[config.mk]
export PLATFORM = sky130hd
export DESIGN_NAME = bus_arbiter
export DESIGN_NICKNAME = d
export VERILOG_FILES = /design/src/rtl/bus_arbiter.sv
export SDC_FILE = /design/constraint.sdc
export NUM_CORES = 1
export LEC_CHECK = 0
export CAP_MARGIN = 20
export CORE_MARGIN = 1
export CORE_UTILIZATION = 30
export CTS_CLUSTER_SIZE = 25
export DETAILED_ROUTE_END_ITERATION = 7
export DONT_BUFFER_PORTS = 1
export MAX_ROUTING_LAYER = met4
export PLACE_DENSITY = 0.49
export SLEW_MARGIN = 25
export SYNTH_ARGS = -nofsm -noshare
export SYNTH_HDL_FRONTEND = slang
export SYNTH_SLANG_ARGS = --single-unit
[constraint.sdc]
create_clock -name clk -period 3.35 [get_ports clk]
set_input_delay 1.005 -clock clk [delete_from_list [all_inputs] [get_ports clk]]
set_output_delay 1.005 -clock clk [all_outputs]
set_load 0.02 [all_outputs]
[src/rtl/bus_arbiter.sv]
// bus_arbiter: round-robin arbiter producing the one-hot select for the shared
// 32-bit datapath bus multiplexer. One owner at a time. A grant is held across
// a multi-cycle transfer and is subject to a hold limit. At least one idle
// (turnaround) cycle separates any two grants.
//
// Ports:
//   clk         - system clock, rising edge
//   rst         - asynchronous active-high reset
//   req         - per-source level request, held for the whole transfer
//   lock        - exempts the current owner from the hold limit
//   bSel        - registered one-hot bus select, all-zero when idle
//   grant_valid - registered, high exactly when bSel is non-zero
//   owner       - registered index of the current/last owner
module bus_arbiter #(
  parameter int N_SRC    = 6,
  parameter int MAX_HOLD = 8,
  parameter int CNT_W    = 3
) (
  input  logic             clk,
  input  logic             rst,
  input  logic [N_SRC-1:0] req,
  input  logic             lock,
  output logic [N_SRC-1:0] bSel,
  output logic             grant_valid,
  output logic [CNT_W-1:0] owner
);

  localparam int SW = CNT_W + 1;
  localparam logic [CNT_W-1:0] HOLD_LAST = CNT_W'(MAX_HOLD - 1);
  localparam logic [CNT_W-1:0] LAST_SRC  = CNT_W'(N_SRC - 1);

  typedef enum logic {IDLE, GRANT} state_t;

  state_t           state;
  logic [CNT_W-1:0] ptr;
  logic [CNT_W-1:0] hcnt;

  logic [CNT_W-1:0] win;
  logic             found;
  logic [SW-1:0]    sum;
  logic [CNT_W-1:0] cand;
  logic             others_wait;
  logic             release_now;

  // Rotating first-one search starting at ptr, wrapping modulo N_SRC.
  always_comb begin
    win   = '0;
    found = 1'b0;
    sum   = '0;
    cand  = '0;
    for (int unsigned i = 0; i < N_SRC; i++) begin
      sum = {1'b0, ptr} + SW'(i);
      if (sum >= SW'(N_SRC)) sum = sum - SW'(N_SRC);
      cand = sum[CNT_W-1:0];
      if (!found && req[cand]) begin
        win   = cand;
        found = 1'b1;
      end
    end
  end

  // In GRANT, bSel is the owner's one-hot, so masking it out leaves the waiters.
  assign others_wait = |(req & ~bSel);
  assign release_now = !req[owner] ||
                       ((hcnt == HOLD_LAST) && !lock && others_wait);

  always_ff @(posedge clk or posedge rst) begin
    if (rst) begin
      state       <= IDLE;
      bSel        <= '0;
      grant_valid <= 1'b0;
      owner       <= '0;
      ptr         <= '0;
      hcnt        <= '0;
    end else begin
      case (state)
        IDLE: begin
          if (found) begin
            bSel        <= N_SRC'(1) << win;
            owner       <= win;
            grant_valid <= 1'b1;
            hcnt        <= '0;
            state       <= GRANT;
          end else begin
            bSel        <= '0;
            grant_valid <= 1'b0;
          end
        end
        GRANT: begin
          if (release_now) begin
            bSel        <= '0;
            grant_valid <= 1'b0;
            state       <= IDLE;
            ptr         <= (owner == LAST_SRC) ? '0 : owner + 1'b1;
          end else if (hcnt != HOLD_LAST) begin
            hcnt <= hcnt + 1'b1;
          end
        end
        default: begin
          state       <= IDLE;
          bSel        <= '0;
          grant_valid <= 1'b0;
        end
      endcase
    end
  end

endmodule

# == Word-level counts from Yosys, hierarchy flattened ==
# Index checks and enable logic that the tools add are counted.
# totals
wordCells,107
output_inout_bits,10
reg_bits,17
in_bits,9
# classes
reduce_logical,19
bitwise,3
n_shift,1
n_mux,45
eq_ne,7
n_addsub,13
magnitude_cmp,13
# ops
operator,n
3-bit two-way mux,16
3-bit by 4-bit < comparator with 1-bit output (second input constant),7
1-bit binary-select mux with 3-bit select,7
4-bit by 3-bit greater-or-equal comparator with 1-bit output (second input constant),5
3-bit subtractor (second input constant),6
1-bit two-way mux,16
6-bit two-way mux,2
6-bit case mux with 2 select lines,1
3-bit by 2-bit adder with 4-bit output (second input constant),2
3-bit by 3-bit adder with 4-bit output (second input constant),2
1-bit logical AND,7
1-bit logical NOT,7
3-bit by 1-bit adder with 3-bit output (second input constant),2
6-bit bitwise AND,1
3-bit equality test (second input constant),2
6-bit NOT,1
3-bit case mux with 2 select lines,1
6-bit OR reduction,1
1-bit by 3-bit left shift with 6-bit output (first input constant),1
3-bit by 1-bit adder with 4-bit output (second input constant),1
2-bit by 1-bit != test with 1-bit output (second input constant),2
2-bit != test (second input constant),2
1-bit case mux with 2 select lines,2
2-bit AND reduction,2
5 further kinds,5

# == Depth between registers and ports, before layout ==
# logic_depth
ltp_word,23
depth_mapped,12
depth_no_buf,10

# == Worst setup path after synthesis ==
# No wires, ideal clock.
# synth_path
kind,flip-flop to flip-flop
startpoint,register ptr[0]
endpoint,register hcnt[0]
slack_ns,0.256
stages_incl_launch_ff,12
arrival_time_ns,2.966
required_ns,3.222
path_buffers,2
setup_ns,0.128
cell_sequence,dfrtp_1 -> buf_6 -> buf_6 -> inv_1 -> ha_1 -> nor2b_1 -> o31ai_1 -> o31ai_1 -> nor3b_1 -> a21oi_2 -> o21ai_4 -> mux2_1
# synth_between
elab_chain_len,22
elab_cells_between_ends,53
# synth_lines
item,line_no,rtl
from (decl),35,logic [CNT_W-1:0] ptr;
from (signal assigned),94,ptr <= (owner == LAST_SRC) ? '0 : owner + 1'b1;
"parallel branches: the longest is 19 deep, another holds 3-bit by 1-bit adder with 4-bit output",n/a,
1-bit two-way mux *,55,if (!found && req[cand]) begin
2-bit != test (no source line) *,n/a,
3-bit AND reduction (no source line) *,n/a,
to (signal assigned),96,hcnt <= hcnt + 1'b1;
to (decl),36,logic [CNT_W-1:0] hcnt;
# Every way passes the cells marked *. The select of a mux whose other input is x is not followed.
# A chain may end at the register's enable or synchronous reset.

# == Worst setup path after layout ==
# layout_path
startpoint,register ptr[1]
endpoint,register hcnt[0]
# Same word-level chain as after synthesis.

==> impl_metrics.py <==
metrics = {
    "clock_tree": {
        "ctsResizeCount": 0,
        "root_buffer": "clkbuf_8",
        "post-cts-setup-buffers": 0,
        "insertion_delay_ns": 0.25,
        "cts_tree": "built",
        "ctsHoldBuffers": 0,
        "clock-sinks": 17,
        "cts_max_level": 1,
        "clk_path_buf_depth": 2,
        "numCtsBuffers": 3,
        "clk_pin_slew_ns": 0.07,
    },
    "placed_design": {
        "gp_congestion": 0.886,
        "dp_hpwl_mm": 3.41,
        "dp_cells": 270,
        "io_buffers": 0,
    },
    "detailed_routing": {
        "drtIter0Drc": 58,
        "via_count": 1495,
        "route.detailed.drc": 0,
        "drtPass1Iterations": 4,
        "wl_mm": 4.40,
        "ant_nets": 0,
        "wl_per_cell_um": 16.1,
        "avgViaCountPerCell": 5.46,
    },
    "synth": {
        "synth.distinct_cells": 56,
        "syn_area_um2": 1740,
        "ys_ff_latch": 17,
        "synth_ff_type": "dfrtp_1",
        "synth_edf_count": 0,
        "synth_fp_nets": 214,
        "synthArstFlopShare_pct": 100,
        "syn_area_per_cell_um2": 8.87,
        "syn_inst": 196,
        "synth_warnings": 0,
        "yosysSeqAreaShare_pct": 24.5,
    },
    "layout": {
        "drive_above_1_share_pct": 18.3,
        "post_layout_nonfiller_instances": 274,
        "final_nets": 221,
        "area_growth_pct": 10.0,
        "fill_cells": 604,
        "antennaDiodeCount": 0,
    },
    "die": {
        "dieArea_um2": 6100,
        "fp.dieH_um": 78.1,
        "core_um2": 5540,
        "die_w_um": 78.1,
        "ioPinCount": 19,
        "start_util_pct": 31.4,
        "num_rows": 27,
    },
    "timing": {
        "period_minus_slack_ns": 3.09,
        "relSlewSlack_pct": 56.6,
        "fin_crit_sh_pct": 92.2,
        "fmax_mhz": 324,
        "timing_hold_violations_final": 0,
        "final.setup_skew_ns": 0.00116,
        "finalSetupViolCount": 0,
        "rsz0062_at_grt": "no",
        "max_slew.worst_pin.slew_ns": 0.651,
        "drv_slew": 0,
        "tns_ns": 0,
    },
    "global_routing": {
        "grt_pass1_vias": 1463,
        "grt_usage_pct": 15.6,
        "antenna_found_initial": 0,
        "gr-total-overflow": 0,
        "grt_pass1_wl_mm": 7.51,
        "grt_max_degree": 23,
    },
    "critical_path": {
        "crit_path_start_kind": "register",
        "end_kind": "register",
        "reg2reg_slack_ns": 0.26,
        "crit_path_end": "hcnt[0]",
        "crit_arrival_ns": 3.22,
        "path_max_fanout": 6,
        "reg2reg_from": "ptr[1]",
        "startpoint": "ptr[1]",
        "crit_required_ns": 3.48,
        "r2r-end": "hcnt[0]",
        "r2r_cells": 10,
        "critPathKind": "reg2reg",
    },
    "worst_hold_path": {
        "hold_start": "hcnt[0]",
        "hp-class": "reg2reg",
    },
    "status": {
        "status": "finished clean",
    },
    "flow_run": {
        "max-cap-violations": 0,
    },
}
==> state kept, by name (all words and copies together), names as in the netlist <==
name	count
bSel	6
grant_valid	1
hcnt	3
owner	3
ptr	3
state	1
==> cells in the mapped netlist (3+ instances only) <==
library cell  instances  share of area, %
nor3_1                3              0.86
o31ai_1               3               1.3
mux2_2                4               2.6
clkbuf_1              4              0.86
ha_1                  9               6.5
a21oi_1               6               1.7
nand3_1               3              0.86
a31oi_1               4               1.4
nor2b_1               8               2.9
nand2_1              20               4.3
nand2b_1              3               1.1
nand3b_1              4               1.7
inv_1                15               3.2
xnor2_1               4               2.0
a21o_1                4               1.7
mux4_2                3               3.9
nor2_1                9               1.9
o21ai_0              10               2.9
buf_6                 3               1.9
mux2i_1              11               6.3
dfrtp_1              17                24
o31a_1                3               1.5
==> through the flow <==
step	util (%)	cell area (um2)	hold slack [ns]	worst slack (ns)
2_1_floorplan	-	1740	0.494	0.256
3_5_place_dp	33.4	1850	0.525	0.199
5_1_grt	34.5	1910	0.559	0.0756
4_1_cts	34.2	1900	0.542	0.182
6_report	34.5	1910	0.534	0.261
3_3_place_gp	33.4	1850	0.523	0.194
==> how the worst min path moves through the flow <==
stage / slack [ns] / to / cells after the start
global route: 0.56 / hcnt[1] / 2
detailed placement: 0.52 / hcnt[0] / 1
CTS: 0.54 / hcnt[0] / 1
finish: 0.53 / hcnt[0] / 1
floorplan: 0.49 / hcnt[0] / 1
global placement: 0.52 / hcnt[0] / 1
==> layout make-up <==
class,instances,area [um2],area share (%)
clock buffer,3,41.3,2.16
sequential,17,425,22.3
timing repair buffer,10,75.1,3.93
multi-input combinational,156,1220,63.7
clock inverter,1,5.00,0.262
inverter,15,56.3,2.95
tap,72,90.1,4.71
==> logic make-up (layout without fill, tap and decap cells) <==
group	after synthesis	after routing	synth area share [%]
and+or+nand+nor	69	69	23.8
adders and majority gates	9	9	6.48
buffers and inverters	23	29	6.26
AOI/OAI and AO/OA	55	55	23.5
muxes	19	19	13.5
DFF	17	17	24.5
xor gates and xnor gates	4	4	2.02
==> routing by layer <==
layer	part of all wire (%)	routed length [um]	vias up	track usage, %
met5	0	0	-	-
met4	1.4	62	0	3.15
met3	6.0	262	6	3.49
met2	47	2060	40	25.3
met1	46	2020	704	20.1
li1	-	-	745	-
==> layout by cell type, fill, tap and decap left out, types with 2 or more instances in the layout <==
master,instances
nand2_1,20
dfrtp_1,17
inv_1,15
mux2i_1,11
o21ai_0,10
buf_4,10
nor2_1,9
nor2b_1,8
ha_1,8
a21oi_1,6
a31oi_1,4
xnor2_1,4
mux2_2,4
a21o_1,4
nand3b_1,4
mux4_2,3
o31a_1,3
nor3_1,3
nand2b_1,3
nand3_1,3
clkbuf_8,3
a221oi_1,2
and2_1,2
and4b_1,2
nor3b_1,2
nor4_1,2
a211oi_1,2
o31ai_1,2
a31o_2,2
a21oi_2,2
nand4_1,2
a41oi_1,2
a32o_1,2
o21ai_2,2
==> critical path, stage by stage, from the launching register on <==
cell and delay, ns:
dfrtp_1 0.44, inv_1 0.12, ha_1 0.41, nand2_1 0.14, a221o_1 0.36, a31o_1 0.25
or3_4 0.41, nor3_4 0.19, a21oi_2 0.11, o21ai_4 0.20, mux2_1 0.33
Power is not shown: default switching activity piles up to over one toggle a cycle in this logic, so the estimate is an artifact.
